`config.mk`:
```
export PLATFORM = sky130hd
export DESIGN_NAME = div_sched
export DESIGN_NICKNAME = d
export VERILOG_FILES = /design/src/rtl/div_sched_pkg.sv /design/src/rtl/div_step.sv /design/src/rtl/div_sched.sv
export SDC_FILE = /design/constraint.sdc
export NUM_CORES = 1
export LEC_CHECK = 0
export ABC_AREA = 1
export BUFFER_PORTS_ARGS = -buffer_cell sky130_fd_sc_hd__buf_2
export CAP_MARGIN = 20
export CORE_MARGIN = 1
export CORE_UTILIZATION = 47
export DETAILED_ROUTE_END_ITERATION = 7
export GPL_TIMING_DRIVEN = 0
export PLACE_DENSITY = 0.77
export SETUP_SLACK_MARGIN = 0.5
export SYNTH_ARGS = -nofsm -noshare
export SYNTH_HDL_FRONTEND = slang
export SYNTH_SLANG_ARGS = --single-unit
export TNS_END_PERCENT = 5
```
`constraint.sdc`:
```
create_clock -name clk -period 8.2 [get_ports clk]
set_clock_uncertainty 0.05 [all_clocks]
set_input_delay 1.23 -clock clk [delete_from_list [all_inputs] [get_ports clk]]
set_output_delay 1.23 -clock clk [all_outputs]
set_load 0.005 [all_outputs]
```
`src/rtl/div_sched_pkg.sv`:
```
// div_sched_pkg: shared state encoding and constants for the iterative divider
package div_sched_pkg;
    typedef enum logic [1:0] {IDLE, BUSY, ZERO, DONE} state_t;
    localparam int DIV_ITERS = 32;
    localparam logic [31:0] DIV0_LO = 32'hFFFF_FFFF;
endpackage

```
`src/rtl/div_step.sv`:
```
// div_step: one restoring shift-subtract step on the {rem,quo} accumulator
module div_step
    import div_sched_pkg::*;
#(
    parameter int WIDTH = 32
) (
    input  logic [2*WIDTH-1:0] i_acc,
    input  logic [WIDTH-1:0]   i_div,
    output logic [2*WIDTH-1:0] o_acc
);
    logic [WIDTH:0] w_top;
    logic [WIDTH:0] w_diff;
    // Shifted remainder keeps its carry-out bit so the compare never overflows
    always_comb begin
        w_top  = i_acc[2*WIDTH-1:WIDTH-1];
        w_diff = w_top - {1'b0, i_div};
        o_acc  = w_diff[WIDTH] ? {i_acc[2*WIDTH-2:0], 1'b0}
                               : {w_diff[WIDTH-1:0], i_acc[WIDTH-2:0], 1'b1};
    end
endmodule

```
`src/rtl/div_sched.sv`:
```
// div_sched: FSM sequencing a 32-iteration restoring divide with stall and result strobe
module div_sched
    import div_sched_pkg::*;
#(
    parameter int WIDTH = 32,
    parameter int ITERS = DIV_ITERS
) (
    input  logic             clk,
    input  logic             rst,
    input  logic             startE,
    input  logic             signedE,
    input  logic [WIDTH-1:0] opaE,
    input  logic [WIDTH-1:0] opbE,
    input  logic             cancelE,
    output logic             stall_divE,
    output logic [WIDTH-1:0] hi_o,
    output logic [WIDTH-1:0] lo_o,
    output logic             result_valid
);
    localparam int CW = $clog2(ITERS);
    localparam logic [CW-1:0] LAST = CW'(ITERS - 1);

    state_t             r_state, w_nstate;
    logic [CW-1:0]      r_count;
    logic [2*WIDTH-1:0] r_acc, w_next;
    logic [WIDTH-1:0]   r_div, r_raw;
    logic               r_qneg, r_rneg;
    logic               w_sa, w_sb, w_latch, w_last;
    logic [WIDTH-1:0]   w_mag_a, w_mag_b;

    div_step #(.WIDTH(WIDTH)) u_step (
        .i_acc (r_acc),
        .i_div (r_div),
        .o_acc (w_next)
    );

    // State register
    always_ff @(posedge clk) begin
        r_state <= rst ? IDLE : w_nstate;
    end

    // Next state, stall request and strobe; cancel forces IDLE and gates the stall
    always_comb begin
        w_nstate = cancelE ? IDLE :
                   r_state == IDLE ? (startE ? (opbE == '0 ? ZERO : BUSY) : IDLE) :
                   r_state == BUSY ? (r_count == LAST ? DONE : BUSY) :
                   r_state == ZERO ? DONE : IDLE;
        stall_divE = !rst && !cancelE &&
                     ((r_state == IDLE && startE) || r_state == BUSY || r_state == ZERO);
        result_valid = r_state == DONE;
        w_sa    = signedE & opaE[WIDTH-1];
        w_sb    = signedE & opbE[WIDTH-1];
        w_mag_a = w_sa ? -opaE : opaE;
        w_mag_b = w_sb ? -opbE : opbE;
        w_latch = r_state == IDLE && startE && !cancelE;
        w_last  = r_state == BUSY && r_count == LAST && !cancelE;
    end

    // Operand latch, iteration datapath and result fix-up on DONE entry
    always_ff @(posedge clk) begin
        if (rst) begin
            r_count <= '0;
            r_acc   <= '0;
            r_div   <= '0;
            r_raw   <= '0;
            r_qneg  <= 1'b0;
            r_rneg  <= 1'b0;
            hi_o    <= '0;
            lo_o    <= '0;
        end else begin
            r_count <= (r_state == BUSY && !cancelE) ? r_count + 1'b1 : '0;
            if (w_latch) begin
                r_acc  <= {{WIDTH{1'b0}}, w_mag_a};
                r_div  <= w_mag_b;
                r_raw  <= opaE;
                r_qneg <= w_sa ^ w_sb;
                r_rneg <= w_sa;
            end else if (r_state == BUSY) begin
                r_acc <= w_next;
            end
            if (w_last) begin
                lo_o <= r_qneg ? -w_next[WIDTH-1:0] : w_next[WIDTH-1:0];
                hi_o <= r_rneg ? -w_next[2*WIDTH-1:WIDTH] : w_next[2*WIDTH-1:WIDTH];
            end else if (r_state == ZERO && !cancelE) begin
                lo_o <= WIDTH'(DIV0_LO);
                hi_o <= r_raw;
            end
        end
    end
endmodule
```
==> metrics.txt <==
status=complete, no violations; Peak supply drop=0.195 mV; Initial Utilization=0.481; PwrDens=213 nW/µm²; Fin. Hold Viols=0; Synth cell types=59; DR vias=15.9k; leak pwr=7.77 nW; mean area per synthesized cell=6.17 µm²; register area share after synthesis=0.289; Slew headroom=0.359; CTS tree=done; worst skew pair latency=0.55 ns; Max-cap violations=0; Antenna Violating Nets Remaining=0; diode count=0; main area contributors after synthesis=dfxtp_1 (29%), nand2_1 (15%), inv_1 (10%); CORE AREA=28,900 µm²; setup bufs post-CTS=0; Yosys reg bits=201; clk root buf=clkbuf_16; hold-fix buffer count after cts=0; Slew Limit Fails=0; Setup CP Type=reg -> reg; Post-synth EDFFs=0; worst min path class=reg -> reg; Die H=174 µm; Area Growth Syn to Fin=14.3%; grt met1 use=0.465; H-Tree Depth=1; Post-route DRC=0; fillers=2,982; Total GRT Usage=0.345; io pins=135; WP data arrival=5.31 ns; cell count after synthesis=2,256; Num CTS Buffers=24; vias in the first global route=14.5k; most common flop cell mapped by yosys=dfxtp_1; first-pass GRT wire length=81.2 mm; Peak Freq=0.205 GHz; top-area cell type share of the netlist area=0.289; unrepaired setup endpoints after global routing=false; fin util=0.549; Synth Area in Adders=0.0392; mux cell area share after synthesis=0; dpl hpwl=42.4 mm; Slew @ Worst Pin=0.958 ns; Synth Area in Compound Gates=0.201; global route overflow=0; met2 Track Usage GR=0.561; layout cells sized above 1=0.106; Die Span X=174 µm; largest family of logic cells by synthesized area=simple AND/OR/NAND/NOR gates; First-pass DRT Iterations=8; Routed Wire Length=53.6 mm; Post-Synth XOR/XNOR Area=0.0157; minimum clock period=4.88 ns; cell area after synthesis=13,900 µm²; Critical Path Source Type=register; CTS max path bufs=3; CTS Sinks=201; M3 GR Usage=0.0523; CP Capture Type=register; slowest CP cell=fa_1; final setup fails=0; largest fanout on the critical path=10; Detailed Route Iter0 Violations=1,662; largest net degree at the start of global routing=14; routed len/inst=19.0 µm; final period utilization=0.595; Syn Nets=2,368; vias per cell=5.65; initial antenna violation count=0; row count=62; largest area contributor in the netlist=dfxtp_1; synth warn=0; nets=2,527; crit-path max cell delay=0.40 ns; global route hottest layer=met2; Buffers on Ports=133; Reg clk slew, reported paths=0.06 ns; Final Wtd Congestion=1.01; asr flop ratio synth=0; setup TNS=0 ns; die area=30,300 µm²; Worst Path Required=8.63 ns; post-CTS resize count=0; post-synthesis simple-gate area fraction=0.323
==> metrics by stage <==
stage	power, mW	setup slack [ns]	hold slack, ns	area, µm²	cells
after floorplan	1.89	4.32	0.368	13900	2256
after global placement	2.22	3.47	0.380	15100	2773
after detailed placement	2.23	3.42	0.386	15100	2773
after CTS	3.36	3.38	0.396	15900	2817
after global routing	3.55	2.85	0.399	15900	2817
final	3.39	3.32	0.393	15900	2817
==> synthesized netlist by cell type (20+ instances only) <==
master	instances
nor2_1	197
nand4_1	20
o21ai_0	172
clkbuf_1	72
a31oi_1	22
a21oi_1	141
inv_1	379
nand2_1	552
o211ai_1	33
nor3_1	38
dfxtp_1	201
nand2_2	33
o22ai_1	30
ha_1	42
nand3_1	129
==> cell type report <==
type	count	area [µm²]	area share
Inverter	387	1450	0.0914
Buffer	88	375	0.0236
Multi-Input combinational cell	1580	8060	0.507
Clock inverter	9	136	0.00858
Timing Repair Buffer	133	666	0.0419
Sequential cell	201	4020	0.253
Tap cell	384	480	0.0302
Clock buffer	35	702	0.0442
==> cells by family (layout without fill, tap and decap cells) <==
kind of cell	count (synthesis)	count (layout)
adders and majority gates	43	43
AOI/OAI and AO/OA	477	477
and+or+nand+nor	1035	1035
xor gates and xnor gates	25	25
DFF	201	201
buffers and inverters	475	652
==> metal layers <==
metal	vias to the layer above	wire [µm]
li1	7664	-
met1	7302	23200
met2	812	24000
met3	126	4670
met4	0	1800
met5	-	0
==> power breakdown <==
part	switching, mW	internal [mW]
Clock	0.451	0.688
Sequential	0.0362	1.02
Combinational	0.846	0.352
==> cells in the final DEF, fill, tap and decap left out, drive strengths merged, types with 12 or more instances in the layout <==
master    n
inv     384
a21oi   146
o211ai   33
xor2     14
nand4    20
nand2   591
nor2    209
clkbuf  107
nand3   133
nor4     12
a31oi    22
ha       42
dfxtp   201
o221ai   13
nor3     41
o22ai    30
buf     149
o21ai   184
a211oi   16
==> worst paths after layout <==
| path | to | from | slack, ns | cells after the start |
|---|---|---|---|---|
| min | r_count[0] | r_count[0] | 0.39 | 1 |
| max reg2reg | lo_o[30] | r_acc[31] | 3.32 | 31 |
| max | lo_o[30] | r_acc[31] | 3.32 | 31 |
| min reg2reg | r_count[0] | r_count[0] | 0.39 | 1 |
==> sequential cells by signal, indices dropped and copies added (netlist names) <==
signal   flops
r_count      5
r_raw       32
hi_o        32
r_state      2
r_div       32
r_qneg       1
r_acc       64
r_rneg       1
lo_o        32
==> worst max-delay path: cells and delay by family, from the launching register on <==
family / cells / cell delay [ns]
AND/OR/NAND/NOR: 18 / 2.49
adder cells (fa/ha/maj): 3 / 0.76
buffers and inverters: 6 / 0.62
AO/OA/AOI/OAI: 4 / 0.54
flip-flops: 1 / 0.31
Note: power is estimated with default switching activity, not from simulation.
